$ cat config.mk
export PLATFORM = sky130hd
export DESIGN_NAME = hall_speed_meter
export DESIGN_NICKNAME = d
export VERILOG_FILES = /design/src/rtl/motor_ctrl_pkg.sv /design/src/rtl/hall_debounce.sv /design/src/rtl/hall_speed_meter.sv
export SDC_FILE = /design/constraint.sdc
export NUM_CORES = 1
export LEC_CHECK = 0
export CORE_AREA = 5 5 170 172
export CTS_CLUSTER_DIAMETER = 150
export DETAILED_ROUTE_END_ITERATION = 10
export DIE_AREA = 0 0 175 177
export PLACE_DENSITY = 0.74
export SLEW_MARGIN = 20
export SYNTH_ARGS = -nofsm -noshare
export SYNTH_HDL_FRONTEND = slang
export SYNTH_SLANG_ARGS = --single-unit
export TNS_END_PERCENT = 5
$ cat constraint.sdc
create_clock -name clk -period 3.51 [get_ports clk]
set_input_delay 0.702 -clock clk [delete_from_list [all_inputs] [get_ports clk]]
set_output_delay 0.702 -clock clk [all_outputs]
set_load 0.02 [all_outputs]
$ cat src/rtl/motor_ctrl_pkg.sv
// Shared definitions for the Hall speed meter.
//   state_t        : measurement FSM encoding (WAIT = not yet timing, RUN = timing edges)
//   HALL_ILLEGAL_* : Hall codes that can never occur on a healthy sensor set
//   next_fwd/rev   : expected next sector for each rotation direction (0 for illegal input)
package motor_ctrl_pkg;

    typedef enum logic {
        WAIT = 1'b0,
        RUN  = 1'b1
    } state_t;

    localparam logic [2:0] HALL_ILLEGAL_0 = 3'b000;
    localparam logic [2:0] HALL_ILLEGAL_7 = 3'b111;

    // Forward electrical sequence 1->3->2->6->4->5->1
    function automatic logic [2:0] next_fwd(input logic [2:0] s);
        case (s)
            3'd1:    next_fwd = 3'd3;
            3'd3:    next_fwd = 3'd2;
            3'd2:    next_fwd = 3'd6;
            3'd6:    next_fwd = 3'd4;
            3'd4:    next_fwd = 3'd5;
            3'd5:    next_fwd = 3'd1;
            default: next_fwd = 3'd0;
        endcase
    endfunction

    function automatic logic [2:0] next_rev(input logic [2:0] s);
        case (s)
            3'd1:    next_rev = 3'd5;
            3'd5:    next_rev = 3'd4;
            3'd4:    next_rev = 3'd6;
            3'd6:    next_rev = 3'd2;
            3'd2:    next_rev = 3'd3;
            3'd3:    next_rev = 3'd1;
            default: next_rev = 3'd0;
        endcase
    endfunction

endpackage

$ cat src/rtl/hall_debounce.sv
// Hall input conditioning: 2-FF synchronizer followed by a stability filter.
// A synchronized code that differs from the currently accepted code must be seen
// unchanged for DEBOUNCE_CYCLES consecutive cycles before it is accepted.
//   i_clk, i_rstn : clock, asynchronous active-low reset
//   i_hall        : raw Hall pins {c,b,a}
//   o_code        : last accepted code (any value, including illegal ones)
//   o_accept      : 1-cycle strobe, o_code just changed
module hall_debounce #(
    parameter int DEBOUNCE_CYCLES = 16
) (
    input  logic       i_clk,
    input  logic       i_rstn,
    input  logic [2:0] i_hall,
    output logic [2:0] o_code,
    output logic       o_accept
);

    localparam int CW = $clog2(DEBOUNCE_CYCLES + 1);

    logic [2:0]    r_meta, r_sync, r_acc, r_cand;
    logic [CW-1:0] r_cnt;
    logic          r_stb;
    logic [CW-1:0] w_next_cnt;

    // Any change of the candidate restarts the stability count at 1
    assign w_next_cnt = (r_sync == r_cand) ? r_cnt + 1'b1 : CW'(1);

    always_ff @(posedge i_clk or negedge i_rstn) begin
        if (!i_rstn) begin
            r_meta <= '0;
            r_sync <= '0;
            r_acc  <= '0;
            r_cand <= '0;
            r_cnt  <= '0;
            r_stb  <= 1'b0;
        end else begin
            r_meta <= i_hall;
            r_sync <= r_meta;
            r_stb  <= 1'b0;
            if (r_sync == r_acc) begin
                r_cnt <= '0;
            end else begin
                r_cand <= r_sync;
                if (w_next_cnt == CW'(DEBOUNCE_CYCLES)) begin
                    r_acc <= r_sync;
                    r_stb <= 1'b1;
                    r_cnt <= '0;
                end else begin
                    r_cnt <= w_next_cnt;
                end
            end
        end
    end

    assign o_code   = r_acc;
    assign o_accept = r_stb;

endmodule

$ cat src/rtl/hall_speed_meter.sv
// BLDC rotor speed measurement from three Hall sensors.
//   clk, rstn     : clock, asynchronous active-low reset
//   hall          : raw Hall inputs {c,b,a}
//   speed_period  : last commutation period in clk cycles (STALL_CYCLES on stall)
//   rev_period    : sum of the last 6 commutation periods
//   new_speed     : 1-cycle strobe, speed_period/rev_period updated
//   sector        : last accepted legal Hall code
//   direction     : 1 = forward, 0 = reverse
//   stall         : set on stall detection, cleared by the next accepted legal edge
//   hall_err      : 1-cycle strobe on illegal code or skipped sector
module hall_speed_meter
    import motor_ctrl_pkg::*;
#(
    parameter int CNT_W           = 32,
    parameter int DEBOUNCE_CYCLES = 16,
    parameter int STALL_CYCLES    = 100000000
) (
    input  logic             clk,
    input  logic             rstn,
    input  logic [2:0]       hall,
    output logic [CNT_W-1:0] speed_period,
    output logic [CNT_W+2:0] rev_period,
    output logic             new_speed,
    output logic [2:0]       sector,
    output logic             direction,
    output logic             stall,
    output logic             hall_err
);

    localparam int RW = CNT_W + 3;
    localparam logic [CNT_W-1:0] STALL_MAX = CNT_W'(STALL_CYCLES);

    state_t           r_state, w_state_nxt;
    logic [CNT_W-1:0] r_cnt, r_speed;
    logic [CNT_W-1:0] r_hist [0:5];
    logic [RW-1:0]    r_rev, w_rev_nxt;
    logic [2:0]       r_sector;
    logic             r_new, r_dir, r_stall, r_err;

    logic [2:0] w_code;
    logic       w_acc, w_fwd, w_adj, w_flip;
    logic       w_illegal, w_skip, w_arm, w_capture, w_stall_evt;

    hall_debounce #(.DEBOUNCE_CYCLES(DEBOUNCE_CYCLES)) u_deb (
        .i_clk    (clk),
        .i_rstn   (rstn),
        .i_hall   (hall),
        .o_code   (w_code),
        .o_accept (w_acc)
    );

    assign w_fwd  = (w_code == next_fwd(r_sector));
    assign w_adj  = w_fwd || (w_code == next_rev(r_sector));
    assign w_flip = (w_fwd != r_dir);
    // A direction change restarts the revolution sum from the new period alone
    assign w_rev_nxt = w_flip ? RW'(r_cnt)
                              : r_rev + RW'(r_cnt) - RW'(r_hist[5]);

    always_ff @(posedge clk or negedge rstn) begin
        if (!rstn) r_state <= WAIT;
        else       r_state <= w_state_nxt;
    end

    always_comb begin
        w_state_nxt = r_state;
        w_illegal   = 1'b0;
        w_skip      = 1'b0;
        w_arm       = 1'b0;
        w_capture   = 1'b0;
        w_stall_evt = 1'b0;
        if (w_acc) begin
            if (w_code == HALL_ILLEGAL_0 || w_code == HALL_ILLEGAL_7) begin
                w_illegal = 1'b1;
            // Returning to the current sector (e.g. after an illegal code) is not an edge
            end else if (w_code != r_sector) begin
                if (r_sector != 3'd0 && !w_adj) begin
                    w_skip      = 1'b1;
                    w_state_nxt = WAIT;
                end else if (r_state == WAIT) begin
                    w_arm       = 1'b1;
                    w_state_nxt = RUN;
                end else begin
                    w_capture = 1'b1;
                end
            end
        end
        // A legal edge in the same cycle takes priority over the stall
        if (r_state == RUN && r_cnt == STALL_MAX && !w_capture && !w_skip) begin
            w_stall_evt = 1'b1;
            w_state_nxt = WAIT;
        end
    end

    always_ff @(posedge clk or negedge rstn) begin
        if (!rstn) begin
            r_cnt    <= '0;
            r_speed  <= '0;
            r_rev    <= '0;
            r_sector <= '0;
            r_new    <= 1'b0;
            r_dir    <= 1'b0;
            r_stall  <= 1'b0;
            r_err    <= 1'b0;
            for (int i = 0; i < 6; i++) r_hist[i] <= '0;
        end else begin
            r_new <= 1'b0;
            r_err <= w_illegal | w_skip;
            if (r_cnt != STALL_MAX) r_cnt <= r_cnt + 1'b1;

            if (w_skip) begin
                r_sector <= w_code;
                r_stall  <= 1'b0;
            end
            if (w_arm) begin
                r_sector <= w_code;
                r_cnt    <= CNT_W'(1);
                r_stall  <= 1'b0;
            end
            if (w_capture) begin
                r_sector <= w_code;
                r_speed  <= r_cnt;
                r_dir    <= w_fwd;
                r_cnt    <= CNT_W'(1);
                r_new    <= 1'b1;
                r_stall  <= 1'b0;
                r_rev    <= w_rev_nxt;
                r_hist[0] <= r_cnt;
                for (int i = 1; i < 6; i++) r_hist[i] <= w_flip ? '0 : r_hist[i-1];
            end
            if (w_stall_evt) begin
                r_stall <= 1'b1;
                r_speed <= STALL_MAX;
                r_new   <= 1'b1;
                r_rev   <= '0;
                for (int i = 0; i < 6; i++) r_hist[i] <= '0;
            end
        end
    end

    assign speed_period = r_speed;
    assign rev_period   = r_rev;
    assign new_speed    = r_new;
    assign sector       = r_sector;
    assign direction    = r_dir;
    assign stall        = r_stall;
    assign hall_err     = r_err;

endmodule
* After elaboration in Yosys (flattened, before gate mapping)
Index checks and enable logic that the tools add are counted.
Widths: inputs -> output; s select.
** Operators by class
- Muxes and demuxes :: 53
- Reduce and logical (&&, ||, !) cells :: 19
- Eq/ne operators :: 17
- Bitwise gates (word level) :: 2
- $add $sub $neg :: 4
** Operators by type and width (count)
- $mux 192 :: 2
- $mux 32 :: 10
- $mux 35 :: 3
- $pmux 3 s6 :: 2
- $add 35x32->35 :: 1
- $sub 35x32->35 :: 1
- $add 32x1->32 const B :: 1
- $eq 32x27->1 const B :: 1
- $ne 32x27->1 const B :: 1
- $mux 1 :: 30
- $mux 5 :: 3
- $eq 3x3->1 :: 4
- $eq 3x3->1 const B :: 4
- $mux 3 :: 3
- $reduce_bool 3->1 :: 3
- $eq 3x2->1 const B :: 2
- $reduce_bool 2->1 :: 3
- $add 5x1->5 const B :: 1
- $eq 5x5->1 const B :: 1
- $logic_and 1x1->1 :: 4
- $reduce_bool 4->1 :: 1
- $eq 3x1->1 const B :: 1
- $logic_not 1->1 :: 3
- $logic_not 3->1 :: 1
- other kinds (8) :: 9
** Storage, ports and cells
- Bits of input ports :: 5
- Output and inout port bits :: 74
- Register bits after elaboration :: 317
- Logic and storage cells :: 116

* Longest topological paths before layout
Gate-level depths: netlist of the first run.
- Word-level depth :: 15
- Depth in mapped cells :: 14
- Depth with buffers taken out :: 14

* By module
From an unflattened synthesis of the first run, not the netlist that was laid out.
** Second synthesis, totals
- Cell total of the unflattened synthesis :: 1437
- Area total of the unflattened synthesis :: 15074.5 um2
** By module, submodules not included
- hall_speed_meter :: area an instance 14297.5 um2, cells each 1381, times used 1, sequential area each 6981.7 um2
- hall_debounce :: area an instance 777.0 um2, cells each 56, times used 1, sequential area each 450.4 um2

* Least setup slack after synthesis of the first run
No wires, ideal clock.
- Path kind :: flip-flop to flip-flop
- Start :: reg r_rev[10], in the netlist rev_period[10]
- End :: reg r_rev[23], in the netlist rev_period[23]
- Library setup time :: 0.122 ns
- Cell stages (with the launch flop) :: 13
- Buffers on the path :: 0
- Required time :: 3.388 ns
- Arrival time :: 3.153 ns
- Clock period less this slack :: 3.275 ns
- Path slack :: 0.235 ns
- Path through :: dfrtp_1 > inv_1 > fa_1 > inv_1 > ha_1 > and2_1 > a2111o_1 > nor3_1 > o31ai_1 > a31o_2 > a221oi_1 > mux2i_1 > nand2_1
** On the way
- Longest elaborated chain between the ends :: 5
** Ends and longest elaborated chain
- start: declaration :: line hall_speed_meter.sv:36 : logic [RW-1:0] r_rev, w_rev_nxt;
- start signal: assignment :: line hall_speed_meter.sv:126 : r_rev <= w_rev_nxt;
- $add 35x32->35 :: line hall_speed_meter.sv:57 : : r_rev + RW'(r_cnt) - RW'(r_hist[5]);
- $sub 35x32->35 :: line hall_speed_meter.sv:57
- $mux 35 :: line hall_speed_meter.sv:56 : assign w_rev_nxt = w_flip ? RW'(r_cnt)
- $mux 35 :: line hall_speed_meter.sv:119 : if (w_capture) begin
- $mux 35 :: line hall_speed_meter.sv:130 : if (w_stall_evt) begin
Every way passes these cells. The select of a mux whose other input is x is not followed.
A chain may end at the register's enable or synchronous reset.

* Worst setup path after layout of the first run
- Start :: reg r_cnt[15]
- End :: reg r_rev[31], in the netlist rev_period[31]
** On the way
- Longest elaborated chain between the ends :: 6
- Elaborated cells on any way between the ends :: 11
- Classes of those cells :: add/sub (2); eq/ne (1); mux (4); reduce/logical (4)
** Ends and longest elaborated chain
- start: declaration :: line hall_speed_meter.sv:34 : logic [CNT_W-1:0] r_cnt, r_speed;
- start signal: assignment :: line hall_speed_meter.sv:108 : if (r_cnt != STALL_MAX) r_cnt <= r_cnt + 1'b1;
- parallel branches: the longest is 6 deep, another holds $add 35x32->35
Parallel ways; which one is timed is not known. The select of a mux whose other input is x is not followed.

==> impl_summary.md, run 1 <==
Critical path
The top fanout value on the critical path is 6. Walking the worst path, the cells encountered are inv_1 > fa_1 > inv_1 > ha_1 > nand3_1 > nor2_1 > nand3_1 > nor3_1 > a211o_1 > nand4_1 > a211oi_1 > nor3_1. The capture instance of the worst register-to-register path is rev_period[31]. The longest individual stage delay on the worst path is 510 ps. The category of the most critical setup path is register to register. The startpoint identified for the worst register-to-register timing path is r_cnt[15]. The type of destination of the critical path is a register. On the critical path, the stage with the largest delay is an instance of fa_1. The data required time at the worst endpoint is 3930 ps.

At the worst endpoint, the arrival time is 3790 ps. STA classifies the critical path startpoint as a register. Measured in cells, the most critical reg-to-reg path has a length of 12. The reg2reg setup slack is 150 ps.

Clock network
The number of buffers added by the clock tree synthesis step is 31. For the worst-skew pair, the clock arrives at the later sink with an insertion delay of 550 ps. The buffer cell driving the clock tree root is clkbuf_16.

The maximum buffer depth of the clock tree is 3. The post-CTS clock slew at the launch and capture registers of the worst setup and hold paths is 60 ps. In this run the number of H-tree levels came out at 1.

The clock net in this run drives a total of 297 sinks. The count of hold-fix buffers inserted at cts is 0. TritonCTS built the clock tree.

Power
The leakage power summed over all cells is 0.008111 µW. Power spread over the standard cell area amounts to 406.0 nW/µm². IR analysis of the VDD net gives a maximum drop of 0.3617 mV.

Finish
The number of antenna cells inserted is 0. The count of cells in the finished layout, fillers not included, comes to 1,843. The number of filler instances in the final layout is 2,180. The layout cell share with drive strength beyond 1 is 8.417%.

The library cells used most frequently in the layout, excluding fill and tap cells, are dfrtp_1, a22o_1, inv_1, nand2_1, nand3_1. In the final design database the tool counted 1,551 nets. The area growth from synthesis to layout is 15.12%. Leaving out fill and tap cells, the most frequent cell in the layout is dfrtp_1.

GRT
The first global-routing pass estimated 57,230 µm of wire. The total routing resource utilization after global routing is 22.63%. The number of antenna violations at the first check in global routing is 0. Entering global routing, the biggest net connects 109 pins. The number of global-route vias before repair is 10.63k. The overall overflow remaining after global route is 0.

Floorplanning
For this design the top-level I/O count stands at 79. The die width is 175 µm. The initial cell density of the core is 54.11%. The core region is 27,320 µm².

Row generation in the floorplan step produced 61 rows. The die span in y is 177 µm. The die covers 30,980 µm².

Timing
The number of pins exceeding their max-slew limit in the final report is 0. For the pin with the worst max-slew slack, the measured transition is 811.7 ps. The number of endpoints failing setup at the final stage is 0. The routed design could run at a clock period as short as 3364 ps. Setup repair after global routing left no endpoint under its margin. The maximum achievable frequency is 297.3 MHz. After routing, the total negative slack on setup checks comes to 0 ps. The number of hold violations in the final report was 0. Dividing the final minimum period by the clock period gives 95.83%. The clock arrives with 6.235 ps of skew. Headroom to the max-slew limit came out at 45.89%.

Yosys
The synthesized netlist occupies a cell area of 14,780 µm². Synthesis instantiated 64 different standard cells from the library. Counting flops and latches in the post-synthesis netlist gives 297.

The average cell area after synthesis is 10.43 µm². Synthesis produced a netlist whose cell count is 1,418. The most used flip-flop cell after synthesis is dfrtp_1. The post-synthesis async set-or-reset flop share is 100.0%.

During synthesis, Yosys emitted a total of 0 warnings. For this run, the register share of the synthesized area comes to 50.27%. The synthesized net count is 1,493.

Counting flops with a built-in enable in the synthesized netlist gives 0.

Routing
The total via count after detailed routing is 10.77k. The pre-antenna-repair detailed-routing pass consisted of 5 iterations. The detailed-route DRC error count is 0.

The number of nets with antenna violations after detailed routing is 0. The total wire length is 35,300 µm. The number of vias per cell after detailed routing is 5.845. For this block, the initial DRC count from the detailed router was 912. The routed length per placed instance is 19.15 µm.

Placement
At the end of routability-driven placement, the weighted congestion stood at 0.9095. During placement, the flow inserted port buffers numbering 78. The half-perimeter wire length after placement is 24,030 µm.

After detailed placement, the design holds a cell count of 1,789.

Min path
The worst hold path class is input pin to async pin.

Outcome
The run finished with clean final reports.

Flow run
The number of maximum-capacitance constraint violations is 0.
## sequential cells by signal (all words and copies together), names as in the netlist
register,flops
r_hist,172
rev_period,35
r_cnt,32
speed_period,32
u_deb.r_cnt,5
sector,3
u_deb.o_code,3
u_deb.r_cand,3
u_deb.r_meta,3
u_deb.r_sync,3
direction,1
hall_err,1
new_speed,1
r_state,1
stall,1
u_deb.o_accept,1
## synthesized netlist by cell type (all sizes together), types with 16 or more instances
cell type,number,area (µm²)
dfrtp,297,7432
a22o,155,1358
inv,151,566.8
nand2,109,409.1
nand3,86,430.4
o21ai,72,360.3
nor2,70,262.8
buf,67,459.2
xnor2,48,420.4
a21oi,44,224.0
ha,38,475.5
fa,32,640.6
clkbuf,31,117.6
nor3,31,165.2
xor2,19,166.4
a21o,17,127.6
a31oi,16,100.1
and3,16,100.1
## worst max-delay path by stage
stage | slack [ps] | end | startpoint
after global routing | 6 | rev_period[17] | r_cnt[4]
after floorplan | 240 | rev_period[23] | rev_period[10]
final | 150 | rev_period[31] | r_cnt[15]
after global placement | -40 | rev_period[29] | r_cnt[16]
after CTS | 30 | rev_period[34] | r_cnt[1]
after detailed placement | -80 | rev_period[29] | r_cnt[16]
## area by class of cell
type / count / area [µm²] / area share (%)
well taps: 346 / 432.9 / 2.544
repair buffers: 123 / 1236 / 7.263
clock inverters: 16 / 201.4 / 1.184
inverters: 151 / 566.8 / 3.330
flip-flops and latches: 297 / 7432 / 43.67
clock buffers: 38 / 852.1 / 5.006
multi-input cells: 872 / 6299 / 37.01
## through the flow
| stage | hold WS, ps | area (µm²) | setup WS, ps | utilization (%) | total power [µW] |
|---|---|---|---|---|---|
| after floorplan | 331.2 | 14780 | 235.3 | - | 3519 |
| after global placement | 332.3 | 15920 | -35.26 | 58.26 | 3603 |
| after CTS | 184.0 | 16980 | 29.74 | 62.14 | 6980 |
| after detailed placement | 334.7 | 15920 | -76.53 | 58.26 | 3606 |
| after global routing | 212.4 | 17020 | 5.937 | 62.29 | 7142 |
| final | 164.8 | 17020 | 146.4 | 62.29 | 6911 |
## power by group
group	switching, µW	internal, µW
registers	7.39	3430
logic	77.1	22.1
clock network	1360	2010
total	1450	5470
## what timing repair did
item | in CTS | in global routing
buffers inserted | 0 | 0
resized for setup | 2 | 8
endpoints found under the hold margin | 0 | 0
pin swaps | 0 | 1
setup endpoints to repair | 3 | 11
## worst max-delay path: cells and delay by family, from the launching register on
family / cells / cell delay, ps
flip-flops: 1 / 470
adder cells (fa/ha/maj): 2 / 890
AO/OA/AOI/OAI: 2 / 480
buffers and inverters: 2 / 150
AND/OR/NAND/NOR: 6 / 1230
## routing by layer
metal / GRT usage, % / share of wire [%]
met1: 32.23 / 45
met2: 37.44 / 48
met3: 3.055 / 4.4
met4: 5.303 / 2.3
met5: 0 / 0
## kinds of logic (layout without fill, tap and decap cells)
group                    after synthesis  in the layout  synth area share, %
AO/OA/AOI/OAI                        369            369                18.42
adder cells (fa/ha/maj)               70             70                7.549
XOR/XNOR                              67             67                3.969
flip-flops                           297            297                50.27
buffers and inverters                249            328                7.735
multiplexers                           9              9               0.6432
AND/OR/NAND/NOR                      357            357                11.41
(Power assumes the default switching activity.)
==> run 2, diff against run 1 <==
--- a/config.mk
+++ b/config.mk
@@ -9,7 +9,7 @@
 export CTS_CLUSTER_DIAMETER = 150
 export DETAILED_ROUTE_END_ITERATION = 10
 export DIE_AREA = 0 0 175 177
-export PLACE_DENSITY = 0.74
+export PLACE_DENSITY = 0.84
 export SLEW_MARGIN = 20
 export SYNTH_ARGS = -nofsm -noshare
 export SYNTH_HDL_FRONTEND = slang
==> run 2 against run 1 <==
Via count grew 2.4%. Cell area decreased by 0.21%. Setup slack improved by 51 ps. Cell count decreased by 0.43%. Sequential cell count unchanged. Register-to-register slack better by 50 ps. Count of clock-buffer cells in the layout decreased by 3. Global-route usage grew 1.4 points. Combinational power is essentially flat. Critical path type unchanged. Clock skew increased by 20 ps. Largest power group is now clock.
==> impl_summary.md, run 2 (synthesis gave the netlist of run 1 again) <==
Finish
The top register by number of flip-flops is r_hist (unchanged). The flip-flop count of the largest register, all copies and words added is 172 (unchanged). The most common cell after layout, fill and taps aside is dfrtp_1 (unchanged). The number of standard cells in the final layout excluding fillers came to 1,835 (was 1,843). The summed area of non-filler cells in the final layout is 16,990 µm² (was 17,020 µm²). The synthesis-to-finish area growth was 14.89% (was 15.12%). The final net count is 1,545 (was 1,551).

Top library cells by usage in the layout, fill and taps aside: dfrtp_1, a22o_1, inv_1, nand2_1, nand3_1 (unchanged). The number of antenna cells inserted is 0 (unchanged). The layout cell share with drive strength beyond 1 is 8.126% (was 8.417%).

Clock network
The post-CTS clock slew at the launch and capture registers of the worst setup and hold paths came to 70 ps (was 60 ps). The total setup buffers inserted after CTS came to 0 (unchanged). The count of hold-fix buffers inserted at cts is 0 (unchanged). The buffer cell driving the clock tree root is clkbuf_16 (unchanged). The clock tree from TritonCTS is done (unchanged).

The CTS H-tree depth is 1 (unchanged). The maximum buffer depth of the clock tree is 3 (unchanged). The post-cts sizing count is 0 (was 2). The clock sink total came to 297 (unchanged).

The insertion delay to the later sink of the worst-skew pair is 570 ps (was 550 ps). The number of buffers added by the clock tree synthesis step is 30 (was 31).

Timing
The number of endpoints failing setup at the final stage is 0 (unchanged). The tightest slew margin relative to the limit is 44.29% (was 45.89%). The number of pins exceeding their max-slew limit in the final report is 0 (unchanged). The measured slew at the worst slew-check pin is 835.6 ps (was 811.7 ps). The fraction of the cycle the final worst path needs came to 94.39% (was 95.83%). The time the final worst path needs with I/O delays and setup is 3313 ps (was 3364 ps). The sum of negative setup slack is 0 ps (unchanged). The maximum achievable frequency is 301.8 MHz (was 297.3 MHz). The final worst clock skew is 26.68 ps (was 6.235 ps). Unrepaired setup endpoints after global routing: true (was false).

The number of hold violations in the final report was 0 (unchanged).

Power
The net switching power is 1440 µW (was 1445 µW). The power density over the cells is 414.8 nW/µm² (was 406.0 nW/µm²). The switching part of the total was 20.44% (was 20.91%).

The portion of total power attributed to the clock network is 49.8% (was 48.8%). The share of power burned in registers is 48.8% (was 49.8%). The internal power contribution is 5606 µW (was 5465 µW). The share of total power in combinational logic is 1.4% (about the same). The leakage power summed over all cells was 0.008107 µW (was 0.008111 µW). The maximum vdd ir drop is 0.3514 mV (was 0.3617 mV).

Critical path
The reg2reg setup slack is 200 ps (was 150 ps). The data required time at the worst endpoint is 3970 ps (was 3930 ps). The startpoint of the most critical register-to-register path is r_cnt[12] (was r_cnt[15]).

The arrival time reported for the critical path endpoint is 3770 ps (was 3790 ps). The top fanout value on the critical path came to 6 (unchanged). The startpoint class of the critical path is a register (unchanged). The category of the most critical setup path is register to register (unchanged). The number of cells on the worst reg-to-reg path is 12 (unchanged).

The capture point of the worst path is rev_period[34] (was rev_period[31]). The type of destination of the critical path is a register (unchanged). The start point of the critical path is r_cnt[12] (was r_cnt[15]). The capture instance of the worst register-to-register path was rev_period[34] (was rev_period[31]).

Floorplanning
The number of placed I/O pins was 79 (unchanged). The die width is 175 µm (unchanged). The core area is 27,320 µm² (unchanged). The total number of placement rows is 61 (unchanged). The overall die area is 30,980 µm² (unchanged). The initial cell density of the core was 54.11% (unchanged). The die span in y came to 177 µm (unchanged).

GRT
The first-pass GRT wire length is 60,550 µm (was 57,230 µm). The number of global-route vias before repair came to 11.24k (was 10.63k). The pin count of the biggest net entering global routing is 109 (unchanged). The number of antenna violations at the first check in global routing was 0 (unchanged).

The total routing resource utilization after global routing is 24.07% (was 22.63%). The overall overflow remaining after global route is 0 (unchanged).

Routing
The first-iteration detailed-routing DRC count is 908 (was 912). The total via count after detailed routing was 11.03k (was 10.77k). The number of nets with antenna violations after detailed routing is 0 (unchanged). The routed length per placed instance is 20.12 µm (was 19.15 µm). The number of vias per cell after detailed routing is 6.010 (was 5.845). The detailed-route DRC error count is 0 (unchanged). The number of optimization iterations in the first detailed-route pass is 5 (unchanged). The total wire length is 36,910 µm (was 35,300 µm).

Flow run
The number of maximum-capacitance constraint violations was 0 (unchanged).

Placement
The routability congestion estimate is 0.9693 (was 0.9095). The cell area reported after detailed placement is 15,860 µm² (was 15,920 µm²). The quantity of I/O buffers inserted on ports is 78 (unchanged). The number of placed instances with taps included is 1,784 (was 1,789). The half-perimeter wire length after placement is 24,940 µm (was 24,030 µm).

Min path
The worst hold path class is input pin to async pin (unchanged).

Outcome
Outcome: completed (unchanged).
[run 2: changes by cell type in the layout (fill, tap and decap cells not counted), sizes merged]
cell	change
bufinv	+3
clkbuf	-3
clkinvlp	-3
buf	-5
[run 2: metrics by stage]
stage          setup slack (ps)  hold WS [ps]  util [%]  total power, µW
6_report                  196.9         177.4     62.16             7046
5_1_grt                  -8.149         233.7     62.16             7259
4_1_cts                   58.02         197.0     61.97             7101
3_5_place_dp              55.06         337.0     58.03             3608
3_3_place_gp              144.5         333.7     58.03             3605
2_1_floorplan             235.3         331.2         -             3519
[run 2: layout make-up]
cell class | instances | area [µm²]
fill | 2131 | 10340
sequential | 297 | 7432
multi-input combinational | 872 | 6304
timing repair buffer | 118 | 1174
clock buffer | 35 | 810.8
inverter | 151 | 566.8
tap | 346 | 432.9
clock inverter | 16 | 265.3
[run 2: how the worst min path moves through the flow]
stage	to	slack, ps	cells after the start
2_1_floorplan	u_deb.r_sync[0]	330	0
3_3_place_gp	u_deb.r_sync[2]	330	0
3_5_place_dp	u_deb.r_sync[1]	340	0
4_1_cts	r_hist[41]	200	1
5_1_grt	r_hist[138]	230	1
6_report	r_hist[41]	180	1
[run 2: per-layer routing]
| metal | up-vias | track usage (%) | wire length, µm |
|---|---|---|---|
| met4 | 0 | 8.052 | 1326 |
| met5 | - | 0 | 0 |
| met3 | 105 | 4.657 | 2536 |
| met2 | 388 | 39.75 | 17860 |
| li1 | 5019 | - | - |
| met1 | 5517 | 32.38 | 15190 |
[run 2: critical path: stages (launching register included)]
cell	delay [ps]
dfrtp_1	400
inv_1	120
fa_1	520
inv_1	50
ha_1	370
a21oi_1	270
o21bai_1	180
o21ba_2	330
and3b_1	230
o211ai_1	170
a311oi_1	310
mux2i_1	120
a21o_1	160
[run 2: power groups by stage]
| stage | Clock (µW) | Sequential, µW | Combinational (µW) |
|---|---|---|---|
| 2_1_floorplan | 0 | 3500 | 17.3 |
| 3_3_place_gp | 0 | 3500 | 103 |
| 3_5_place_dp | 0 | 3500 | 106 |
| 4_1_cts | 3560 | 3440 | 106 |
| 5_1_grt | 3700 | 3440 | 120 |
| 6_report | 3510 | 3440 | 100 |
==> run 3, diff against run 2 <==
--- a/config.mk
+++ b/config.mk
@@ -5,10 +5,10 @@
 export SDC_FILE = /design/constraint.sdc
 export NUM_CORES = 1
 export LEC_CHECK = 0
-export CORE_AREA = 5 5 170 172
+export CORE_AREA = 10 10 175 177
 export CTS_CLUSTER_DIAMETER = 150
 export DETAILED_ROUTE_END_ITERATION = 10
-export DIE_AREA = 0 0 175 177
+export DIE_AREA = 0 0 185 187
 export PLACE_DENSITY = 0.84
 export SLEW_MARGIN = 20
 export SYNTH_ARGS = -nofsm -noshare
==> run 3 against run 2 <==
Power is 2.9% lower. Clock skew is 3.6 ps lower. Combinational power hardly changed. Utilization is 0.28 points lower.
==> impl_summary.md, run 3 (synthesis gave the netlist of run 1 again) <==
Outcome
Outcome: completed (unchanged).

GRT
The first-pass GRT wire length is 58,630 µm (was 60,550 µm). The number of antenna violations at the first check in global routing is 1 (was 0). The total routing resource utilization after global routing is 20.66% (was 24.07%). The pin count of the biggest net entering global routing is 98 (was 109). The number of global-route vias before repair came to 10.93k (was 11.24k). The overall overflow remaining after global route is 0 (unchanged).

Floorplanning
The die width is 185 µm (was 175 µm). The overall die area came to 34,600 µm² (was 30,980 µm²). The total number of placement rows is 61 (unchanged). The core area came to 27,320 µm² (unchanged). The die span in y came to 187 µm (was 177 µm). The initial cell density of the core came to 54.11% (unchanged).

The number of placed I/O pins was 79 (unchanged).

Finish
The most common cell after layout, fill and taps aside was dfrtp_1 (unchanged). The final net count was 1,544 (was 1,545). The number of standard cells in the final layout excluding fillers is 1,835 (unchanged). The number of antenna cells inserted is 0 (unchanged). The flip-flop count of the largest register, all copies and words added was 172 (unchanged).

The number of filler instances in the final layout came to 2,130 (was 2,131). The layout cell share with drive strength beyond 1 is 7.858% (was 8.126%). The synthesis-to-finish area growth is 14.36% (was 14.89%). Top library cells by usage in the layout, fill and taps aside: dfrtp_1, a22o_1, inv_1, nand2_1, nand3_1 (unchanged).

The top register by number of flip-flops is r_hist (unchanged).

Routing
The number of vias per cell after detailed routing is 6.038 (was 6.010). The total via count after detailed routing is 11.08k (was 11.03k). The number of nets with antenna violations after detailed routing is 0 (unchanged). The detailed-route DRC error count is 0 (unchanged). The first-iteration detailed-routing DRC count is 964 (was 908). The number of optimization iterations in the first detailed-route pass is 5 (unchanged). The routed length per placed instance is 19.69 µm (was 20.12 µm).

The total wire length is 36,130 µm (was 36,910 µm).

Timing
The measured slew at the worst slew-check pin is 846.4 ps (was 835.6 ps). The time the final worst path needs with I/O delays and setup is 3397 ps (was 3313 ps). The final worst clock skew is 23.06 ps (was 26.68 ps). The number of endpoints failing setup at the final stage is 0 (unchanged). The fraction of the cycle the final worst path needs was 96.78% (was 94.39%). Unrepaired setup endpoints after global routing: true (unchanged). The number of hold violations in the final report is 0 (unchanged). The tightest slew margin relative to the limit was 43.57% (was 44.29%). The maximum achievable frequency is 294.4 MHz (was 301.8 MHz).

The number of pins exceeding their max-slew limit in the final report is 0 (unchanged). The smallest setup slack after layout is 112.9 ps (was 196.9 ps).

Clock network
The clock sink total came to 297 (unchanged). The insertion delay to the later sink of the worst-skew pair came to 560 ps (was 570 ps). The number of buffers added by the clock tree synthesis step is 30 (unchanged).

The clock tree from TritonCTS is done (unchanged). The post-CTS clock slew at the launch and capture registers of the worst setup and hold paths is 70 ps (about the same). The count of hold-fix buffers inserted at cts is 0 (unchanged). The maximum buffer depth of the clock tree is 3 (unchanged). The buffer cell driving the clock tree root is clkbuf_16 (unchanged).

The CTS H-tree depth is 1 (unchanged).

Critical path
The reg2reg setup slack is 110 ps (was 200 ps). The category of the most critical setup path is register to register (unchanged). The startpoint of the most critical register-to-register path is r_cnt[4] (was r_cnt[12]). The top fanout value on the critical path is 5 (was 6).

The arrival time reported for the critical path endpoint is 3860 ps (was 3770 ps). The data required time at the worst endpoint is 3970 ps (about the same). The capture instance of the worst register-to-register path is rev_period[25] (was rev_period[34]). The number of cells on the worst reg-to-reg path is 13 (was 12).

The startpoint class of the critical path was a register (unchanged). The type of destination of the critical path is a register (unchanged).

Placement
The pre-CTS worst setup slack is -2.362 ps (was 55.06 ps). The quantity of I/O buffers inserted on ports came to 78 (unchanged). The half-perimeter wire length after placement came to 24,900 µm (was 24,940 µm).

The routability congestion estimate is 0.9383 (was 0.9693). The number of placed instances with taps included came to 1,783 (was 1,784).

Power
The power density over the cells came to 404.6 nW/µm² (was 414.8 nW/µm²). The leakage power summed over all cells is 0.008061 µW (was 0.008107 µW). The maximum vdd ir drop is 0.3298 mV (was 0.3514 mV).

Flow run
The number of maximum-capacitance constraint violations came to 0 (unchanged).

Min path
The worst hold path class is input pin to async pin (unchanged).
run 3: changes by cell type in the layout (fill, tap and decap cells not counted), sizes merged:
| cell | delta |
|---|---|
| bufinv | -3 |
| clkbuf | +4 |
| buf | -1 |
| clkinvlp | +1 |
| inv | +1 |
| clkinv | -2 |
run 3: layout make-up:
cell class	count	area, µm²	area share, %
Clock buffer	39	835.8	4.943
Clock inverter	13	181.4	1.073
Inverter	151	566.8	3.352
Multi-Input combinational cell	872	6290	37.20
Sequential cell	297	7435	43.97
Tap cell	346	432.9	2.560
Timing Repair Buffer	117	1166	6.897
run 3: report_power, final:
group          switching (µW)  internal (µW)  total, µW
Clock                    1340           1970       3300
Combinational            76.1           21.1       97.1
Sequential               7.97           3430       3440
run 3: worst max-delay path by stage:
stage | startpoint | endpoint | slack, ps | cells after the start
6_report | r_cnt[4] | rev_period[25] | 110 | 13
5_1_grt | r_cnt[1] | rev_period[19] | -70 | 14
4_1_cts | r_cnt[1] | rev_period[23] | 80 | 13
3_5_place_dp | r_cnt[1] | rev_period[34] | -2 | 11
3_3_place_gp | r_cnt[1] | rev_period[34] | 140 | 11
2_1_floorplan | rev_period[10] | rev_period[23] | 240 | 12
run 3: worst max-delay path, cell delays in order, from the launching register on:
cell and delay [ps]:
dfrtp_1 410, inv_1 130, fa_1 510, inv_1 50, ha_1 360, nand3_1 130, o2111ai_2 310, nor3_2 70
buf_4 150, nor2_1 280, a31oi_1 210, nor4bb_1 330, a311oi_1 100, o31ai_1 270
run 3: timing repair:
item | 4_1_cts | 5_1_grt
setup buffers | 0 | 0
setup endpoints to repair | 1 | 12
gates resized for setup | 1 | 10
pin swaps | 0 | 1
run 3: layer usage:
| metal | up-vias | share of wire (%) | routed length [µm] | track usage [%] |
|---|---|---|---|---|
| li1 | 5024 | - | - | - |
| met1 | 5554 | 42 | 15100 | 27.26 |
| met2 | 398 | 47 | 16980 | 32.59 |
| met3 | 102 | 7.5 | 2693 | 4.584 |
| met4 | 2 | 3.8 | 1358 | 7.661 |
| met5 | - | 0.022 | 8 | 0 |
run 3: through the flow:
step	hold slack [ps]	TNS [ps]	power, µW	area (µm²)	util, %
global route	216.7	-84.91	7050	16910	61.88
detailed placement	337.3	-2.362	3604	15850	58.00
global placement	334.0	0	3601	15850	58.00
floorplan	331.2	0	3519	14780	-
finish	154.6	0	6841	16910	61.88
CTS	198.9	0	6896	16870	61.74
